### config.mk
export PLATFORM = sky130hd
export DESIGN_NAME = imm_id_ctrl
export DESIGN_NICKNAME = d
export VERILOG_FILES = /design/src/rtl/imm_id_ctrl.sv
export SDC_FILE = /design/constraint.sdc
export NUM_CORES = 1
export LEC_CHECK = 0
export CORE_AREA = 2 2 84 86
export CTS_BUF_LIST = sky130_fd_sc_hd__clkbuf_8
export CTS_CLUSTER_SIZE = 28
export DETAILED_ROUTE_END_ITERATION = 16
export DIE_AREA = 0 0 86 88
export GPL_TIMING_DRIVEN = 0
export PLACE_DENSITY = 0.86
export SETUP_SLACK_MARGIN = 0.02
export SKIP_CTS_REPAIR_TIMING = 1
export SYNTH_ARGS = -nofsm -noshare
export SYNTH_HDL_FRONTEND = slang
export SYNTH_SLANG_ARGS = --single-unit
### constraint.sdc
create_clock -name clk -period 4.7 [get_ports clk]
set_input_delay 0.47 -clock clk [delete_from_list [all_inputs] [get_ports clk]]
set_output_delay 0.47 -clock clk [all_outputs]
set_load 0.01 [all_outputs]
### src/rtl/imm_id_ctrl.sv
// ID-stage control: decodes immediate and register fields from IF/ID into a
// one-entry ID/EX register, inserts a single bubble on a load-use hazard,
// honours branch flush, and keeps a saturating count of load-use stall cycles.
module imm_id_ctrl (
  input  logic        clk,
  input  logic        reset,
  input  logic        in_valid,
  input  logic [31:0] in_instr,
  output logic        in_ready,
  input  logic        ex_memread,
  input  logic [4:0]  ex_rt,
  input  logic        flush,
  output logic        out_valid,
  input  logic        out_ready,
  output logic [31:0] out_imm,
  output logic [5:0]  out_opcode,
  output logic [4:0]  out_rs,
  output logic [4:0]  out_rt,
  output logic [15:0] stall_cnt
);

  typedef enum logic [1:0] {EMPTY, FULL, STALL} state_t;

  typedef struct packed {
    logic [31:0] imm;
    logic [5:0]  opcode;
    logic [4:0]  rs;
    logic [4:0]  rt;
  } dec_t;

  localparam logic [5:0] OP_RTYPE = 6'h00;
  localparam logic [5:0] OP_BEQ   = 6'h04;
  localparam logic [5:0] OP_BNE   = 6'h05;
  localparam logic [5:0] OP_ANDI  = 6'h0C;
  localparam logic [5:0] OP_ORI   = 6'h0D;
  localparam logic [5:0] OP_XORI  = 6'h0E;
  localparam logic [5:0] OP_LUI   = 6'h0F;
  localparam logic [5:0] OP_SW    = 6'h2B;

  state_t state_q, state_n;
  dec_t   ent_q, dec;

  logic [5:0]  opcode;
  logic [4:0]  rs, rt;
  logic [15:0] imm16;
  logic        rt_is_src;
  logic        hazard;
  logic        accept;

  assign opcode = in_instr[31:26];
  assign rs     = in_instr[25:21];
  assign rt     = in_instr[20:16];
  assign imm16  = in_instr[15:0];

  // rt is only a source operand for R-type, branches and stores; for the
  // other I-types it is the destination and cannot create a load-use hazard.
  assign rt_is_src = (opcode == OP_RTYPE) || (opcode == OP_BEQ) ||
                     (opcode == OP_BNE)   || (opcode == OP_SW);

  assign hazard = in_valid && ex_memread && (ex_rt != 5'd0) &&
                  ((ex_rt == rs) || ((ex_rt == rt) && rt_is_src));

  // Reset is folded in so nothing is accepted in a reset cycle.
  assign in_ready = !reset && !flush && !hazard && (state_q != STALL) &&
                    ((state_q == EMPTY) || out_ready);
  assign accept   = in_valid && in_ready;

  // Immediate formation per opcode class.
  always_comb begin
    dec.opcode = opcode;
    dec.rs     = rs;
    dec.rt     = rt;
    dec.imm    = {{16{imm16[15]}}, imm16};
    case (opcode)
      OP_ANDI, OP_ORI, OP_XORI: dec.imm = {16'h0000, imm16};
      OP_LUI:                   dec.imm = {imm16, 16'h0000};
      OP_RTYPE:                 dec.imm = {27'd0, in_instr[10:6]};
      OP_BEQ, OP_BNE:           dec.imm = {{14{imm16[15]}}, imm16, 2'b00};
      default:                  dec.imm = {{16{imm16[15]}}, imm16};
    endcase
  end

  // Next-state logic; flush overrides every transition.
  always_comb begin
    state_n = state_q;
    if (flush) begin
      state_n = EMPTY;
    end else begin
      case (state_q)
        EMPTY: begin
          if (accept)      state_n = FULL;
          else if (hazard) state_n = STALL;
          else             state_n = EMPTY;
        end
        FULL: begin
          if (!out_ready)  state_n = FULL;
          else if (accept) state_n = FULL;
          else if (hazard) state_n = STALL;
          else             state_n = EMPTY;
        end
        STALL:   state_n = EMPTY;
        default: state_n = EMPTY;
      endcase
    end
  end

  // State, entry capture on acceptance only, and saturating stall counter.
  always_ff @(posedge clk) begin
    if (reset) begin
      state_q   <= EMPTY;
      ent_q     <= '0;
      stall_cnt <= 16'd0;
    end else begin
      state_q <= state_n;
      if (accept) ent_q <= dec;
      if ((state_q == STALL) && (stall_cnt != 16'hFFFF))
        stall_cnt <= stall_cnt + 16'd1;
    end
  end

  assign out_valid  = (state_q == FULL);
  assign out_imm    = ent_q.imm;
  assign out_opcode = ent_q.opcode;
  assign out_rs     = ent_q.rs;
  assign out_rt     = ent_q.rt;

endmodule

==> results of run 1 <==
[power groups by stage]
stage	combinational (mW)	sequential (mW)	clock, mW
6_report	0.204	0.590	0.458
5_1_grt	0.219	0.592	0.484
4_1_cts	0.204	0.590	0.460
3_5_place_dp	0.202	0.603	0
3_3_place_gp	0.199	0.602	0
2_1_floorplan	0.0867	0.610	0
[cell families after synthesis]
family	Yosys count
compound gates	111
xor+xnor	24
fa+ha+maj	1
buf+inv	48
flops	66
simple gates	118
[stage by stage]
stage | hold WS [ns] | area, um^2 | cells | util [%] | worst slack [ns]
finish | 0.444 | 4660 | 570 | 70.1 | 1.07
CTS | 0.447 | 4660 | 570 | 70.1 | 1.05
floorplan | 0.486 | 3300 | 368 | - | 2.27
global placement | 0.450 | 4470 | 555 | 67.3 | 1.09
detailed placement | 0.452 | 4470 | 555 | 67.3 | 1.08
global route | 0.472 | 4660 | 570 | 70.1 | 0.957
[tightest hold or removal path: stages]
cell and delay [ns]:
buf_2 0.15, nand3_1 0.07, a21oi_1 0.05
[state kept, by name (all words and copies together) (netlist names)]
register / cells
out_opcode: 6
out_imm: 32
stall_cnt: 16
out_rs: 5
out_rt: 5
state_q: 2
[layout by cell type (no fill, tap or decap), types with 4 or more instances in the layout]
master           Yosys  routed
buf_2                7       7
o21ai_0             15      15
xnor2_1             21      21
a311oi_2             8       8
nand3_1             23      23
a22oi_1             13      13
inv_1               18      18
nor2_1              23      23
nand4_1              9       9
clkbuf_8             0      13
a221oi_1             4       4
nor4_1               5       5
clkbuf_1            18      18
nand2_1             23      23
a311oi_1             9       9
a21oi_1             36      36
clkdlybuf4s50_1      0     107
dfxtp_1             66      66
a221oi_2            10      10
nor3_1               9       9
[metal layers]
layer  track usage (%)  vias up
li1                  -     1615
met1              34.0     1537
met2              42.6      141
met3              6.79       21
met4              8.51        0
met5                 0        -
[final cells by class]
cell class | count | area share, %
Clock buffer | 13 | 3.84
Multi-Input combinational cell | 254 | 37.9
Buffer | 30 | 3.09
Timing Repair Buffer | 107 | 23.0
Tap cell | 80 | 2.15
Clock inverter | 2 | 0.215
Sequential cell | 66 | 28.4
Inverter | 18 | 1.45
[path summary, 6_finish.rpt]
kind                                   start            end  slack [ns]  cells after the start
worst max-delay path                ex_rt[1]       in_ready        1.07                      7
worst min-delay path            in_instr[29]  out_opcode[3]        0.44                      3
worst max register to register  stall_cnt[1]   stall_cnt[4]        2.04                      7
worst min register to register   out_imm[25]    out_imm[25]        0.46                      2
==> flow_summary.ini, run 1 <==
[timing]
max_slew_margin_pct = 28.7
rsz0062_at_grt = false
drv_slew = 0
worstMarginPinSlew_ns = 1.05
post-route-min-period_ns = 3.63
fin_crit_sh_pct = 77.2
fmax_mhz = 276
setup_violations = 0
fin_worst_skew_ns = 0.00293
setup_tns_ns = 0
hold_violations = 0

[grt]
grt_max_degree = 11
first_global_vias = 3205
track_usage_pct = 26.2
grt_pass1_wl_um = 15600
antenna_found_initial = 0
grt_overflow = 0

[final_layout]
fillers = 529
diodes = 0
seq_area_um2 = 1320
multi_input_area_um2 = 1770
area_delta_synth_final_pct = 41.2
drive_gt1_share_pct = 10.6
layout.nets = 530

[placed_design]
gp_congestion = 0.878
post-dp-hpwl_um = 7240
portBuffers = 107

[critical_path]
crit_chain = clkdlybuf4s50_1 -> or4_1 -> o211ai_2 -> nor4_4 -> nor3_4 -> buf_6 -> clkdlybuf4s50_1
cp_common_cell = clkdlybuf4s50_1
cp_data_required_time_ns = 4.23
slowest_delay_ns = 0.56
cp_num_buf_inv = 3
cp.arrival_ns = 3.16
crit_path_end_kind = output port
critPathTopFamily = buffers and inverters
cp_max_fo = 10
worst_setup_path_start_kind = input pin
cp_slowest_cell = or4_1
critPathKind = in2out

[logic_synthesis]
synth_compound_area_share_pct = 26.9
synth_cell_types = 50
synthXorXnorAreaFrac_pct = 6.37
yosys_register_bits = 66
yosys_warnings = 0
synthFlopType = dfxtp_1
synth_top_family_by_area = compound AO/OA/AOI/OAI gates
synth_common_cells = dfxtp_1 (66), a21oi_1 (36), nand2_1 (23), nand3_1 (23), nor2_1 (23)
avgSynthCellArea_um2 = 8.96
yosysMostFrequentCell = dfxtp_1
synthTopCellsByArea = dfxtp_1 (40%), xnor2_1 (5.6%), a21oi_1 (5.5%)
async_reset_ff_share_pct = 0
ys_seq_area_share_pct = 40.1
synthCells = 368
synth_edf_count = 0
yosys.area_share.adder_pct = 0.379
synth_fp_nets = 412
yosys.area_share.simple_pct = 19.8
yosys.area.top_type = dfxtp_1
syn_area_um2 = 3300
muxShareOfSynthArea_pct = 0
synth_top_cell_area_share_pct = 40.1

[power_and_ir_drop]
p_switching_mw = 0.324
pwr-share-clk_pct = 36.6
power.share.combinational_pct = 16.3
pwr-share-seq_pct = 47.1
vdd_drop_max_uv = 218
switching_share_pct = 25.9
p_leak_nw = 1.51
total_power_mw = 1.25
p_int_mw = 0.929
power_density_nw_per_um2 = 269

[floorplanning]
row_count = 30
die_w_um = 86
ioPinCount = 109
dieHeight_um = 88
design.core.area_um2 = 6640
start_util_pct = 49.6
dieArea_um2 = 7570

[hold_path]
min_path_type = in2reg

[routing]
drc_errors = 0
met2WireLength_um = 4720
top_layer_used = met4
dr_wl_met3_um = 723
routed_via_density = 5.81
m1WireLength_um = 4170
wl_per_cell_um = 17.2
drt-initial-drc-count = 229
drt_pass1_iterations = 5
finalWirelength_um = 9810
ant_nets = 0
vias = 3314

[cts]
clk_path_buf_depth = 2
clk_pin_slew_ns = 0.07
h-tree-depth = 3
clock_latency_ns = 0.35
cts_buffers = 9
cts_root_buf = clkbuf_8
cts.sinks = 66
cts_tree = built

[outcome]
outcome = finished, final reports clean

[job]
cap_viol_max_count = 0
(Power assumes the default switching activity.)
==> run 2, diff against run 1 <==
--- a/config.mk
+++ b/config.mk
@@ -5,13 +5,13 @@
 export SDC_FILE = /design/constraint.sdc
 export NUM_CORES = 1
 export LEC_CHECK = 0
-export CORE_AREA = 2 2 84 86
+export CORE_AREA = 2 2 86 88
 export CTS_BUF_LIST = sky130_fd_sc_hd__clkbuf_8
 export CTS_CLUSTER_SIZE = 28
 export DETAILED_ROUTE_END_ITERATION = 16
-export DIE_AREA = 0 0 86 88
+export DIE_AREA = 0 0 88 90
 export GPL_TIMING_DRIVEN = 0
-export PLACE_DENSITY = 0.86
+export PLACE_DENSITY = 0.82
 export SETUP_SLACK_MARGIN = 0.02
 export SKIP_CTS_REPAIR_TIMING = 1
 export SYNTH_ARGS = -nofsm -noshare
==> constraint.sdc (replaced) <==
create_clock -name clk -period 3.7 [get_ports clk]
set_input_delay 0.37 -clock clk [delete_from_list [all_inputs] [get_ports clk]]
set_output_delay 0.37 -clock clk [all_outputs]
set_load 0.01 [all_outputs]
==> run 2 against run 1 <==
Clock power grew 41%. Clock skew grew 0.0046 ns. Hold slack lost 0.090 ns. Setup slack lost 0.85 ns. Power grew 32%.
==> flow_summary.ini, run 2 (same netlist as run 1, synthesis figures left out) <==
[cts]
cts_buffers = 9
clk_pin_slew_ns = 0.07
cts_tree = built
cts.sinks = 66
clock_latency_ns = 0.35
cts_root_buf = clkbuf_8
h-tree-depth = 3
clk_path_buf_depth = 2

[grt]
grt_max_degree = 12
antenna_found_initial = 0
grt_pass1_wl_um = 15200
track_usage_pct = 24.1
first_global_vias = 3093
grt_overflow = 0

[floorplanning]
dieHeight_um = 90
dieArea_um2 = 7920
start_util_pct = 47.0
die_w_um = 88
design.core.area_um2 = 7020
row_count = 31
ioPinCount = 109

[critical_path]
cp_common_cell = clkdlybuf4s50_1
cp_slowest_cell = or4_1
crit_chain = clkdlybuf4s50_1 -> or4_1 -> o211ai_2 -> nor4_4 -> nor3_4 -> buf_6 -> clkdlybuf4s50_1
slowest_delay_ns = 0.56
reg2reg_from = stall_cnt[0]
cp_max_fo = 10
cp_data_required_time_ns = 3.33
crit_path_end_kind = output port
critPathTopFamily = buffers and inverters
worst_setup_path_start_kind = input pin
cp-startpoint = ex_rt[1]
cp_num_buf_inv = 3
critPathKind = in2out
cp.arrival_ns = 3.10

[final_layout]
diodes = 0
area_delta_synth_final_pct = 42.6
layout.nets = 530
fillers = 613
final_common_cell = clkdlybuf4s50_1
final_cell_mix = clkdlybuf4s50_1 (107), dfxtp_1 (66), a21oi_1 (36)
largest_register_ffs = 32
fin_area_um2 = 4700
drive_gt1_share_pct = 10.4
finalNonFillerCells = 590

[power_and_ir_drop]
p_leak_nw = 1.52
power_density_nw_per_um2 = 352
vdd_drop_max_uv = 236

[hold_path]
worstHoldStart = in_instr[29]
min_path_type = in2reg

[job]
cap_viol_max_count = 0

[placed_design]
portBuffers = 107
place_inst = 574
placed_area_um2 = 4490
post-dp-hpwl_um = 7330
gp_congestion = 0.920

[timing]
hold_slack_ns = 0.354
setup_violations = 0
worstMarginPinSlew_ns = 1.15
setup_tns_ns = 0
fin_crit_sh_pct = 93.8
fin_worst_skew_ns = 0.00750
fmax_mhz = 288
rsz0062_at_grt = false
max_slew_margin_pct = 22.7
post-route-min-period_ns = 3.47
drv_slew = 0
hold_violations = 0

[routing]
ant_nets = 0
vias = 3353
drt-initial-drc-count = 275
wl_per_cell_um = 16.4
routed_via_density = 5.68
drt_pass1_iterations = 5
drc_errors = 0
finalWirelength_um = 9680

[outcome]
outcome = finished, final reports clean
## run 2: cell count changes in the layout (fill, tap and decap cells not counted), sizes merged
| cell | previous run | this run |
|---|---|---|
| clkbuf | 31 | 27 |
| bufinv | 0 | 2 |
| inv | 18 | 20 |
| clkinv | 2 | 3 |
## run 2: per-layer routing
metal / track usage [%] / wire [um] / part of all wire [%] / vias to the layer above
li1: - / - / - / 1607
met1: 33.4 / 4330 / 45 / 1571
met2: 37.3 / 4510 / 47 / 152
met3: 5.05 / 643 / 6.6 / 23
met4: 7.31 / 198 / 2.0 / 0
met5: 0 / 0 / 0 / -
## run 2: worst paths after layout
path,endpoint,slack (ns),cells after the start
max,in_ready,0.23,7
min,out_opcode[3],0.35,3
max reg2reg,stall_cnt[6],1.18,7
min reg2reg,out_imm[25],0.47,2
## run 2: cell type report
type / instances / area (um^2) / area share (%)
Clock buffer: 9 / 124 / 2.63
Sequential cell: 66 / 1320 / 28.1
Tap cell: 99 / 124 / 2.63
Buffer: 30 / 144 / 3.06
Timing Repair Buffer: 107 / 1070 / 22.8
Clock inverter: 7 / 86.3 / 1.84
Inverter: 18 / 67.6 / 1.44
Multi-Input combinational cell: 254 / 1770 / 37.5
## run 2: where the power goes
part	switching (mW)	internal, mW	leakage (nW)
Clock	0.275	0.373	0.116
Combinational	0.126	0.133	0.870
Sequential	0.0142	0.735	0.537
Total	0.415	1.24	1.52
## run 2: per-stage QoR
step	power (mW)	setup slack (ns)	util [%]
3_5_place_dp	1.02	0.272	64.0
3_3_place_gp	1.02	0.285	64.0
4_1_cts	1.66	0.251	67.0
6_report	1.66	0.228	67.0
2_1_floorplan	0.885	1.47	-
5_1_grt	1.72	0.105	67.0
## run 2: worst reg2reg max path, stage by stage (launching register included)
cell and delay (ns):
dfxtp_1 0.44, ha_1 0.36, nand3_1 0.18, nor4_1 0.67, clkbuf_1 0.42, nor3_1 0.12, xnor2_1 0.15, nor2_1 0.06
==> run 3, diff against run 2 <==
--- a/config.mk
+++ b/config.mk
@@ -5,6 +5,7 @@
 export SDC_FILE = /design/constraint.sdc
 export NUM_CORES = 1
 export LEC_CHECK = 0
+export ABC_CLOCK_PERIOD_IN_PS = 3700
 export CORE_AREA = 2 2 86 88
 export CTS_BUF_LIST = sky130_fd_sc_hd__clkbuf_8
 export CTS_CLUSTER_SIZE = 28
==> results of run 3 <==
Final layout, timing and power as in run 2 (identical DEF).
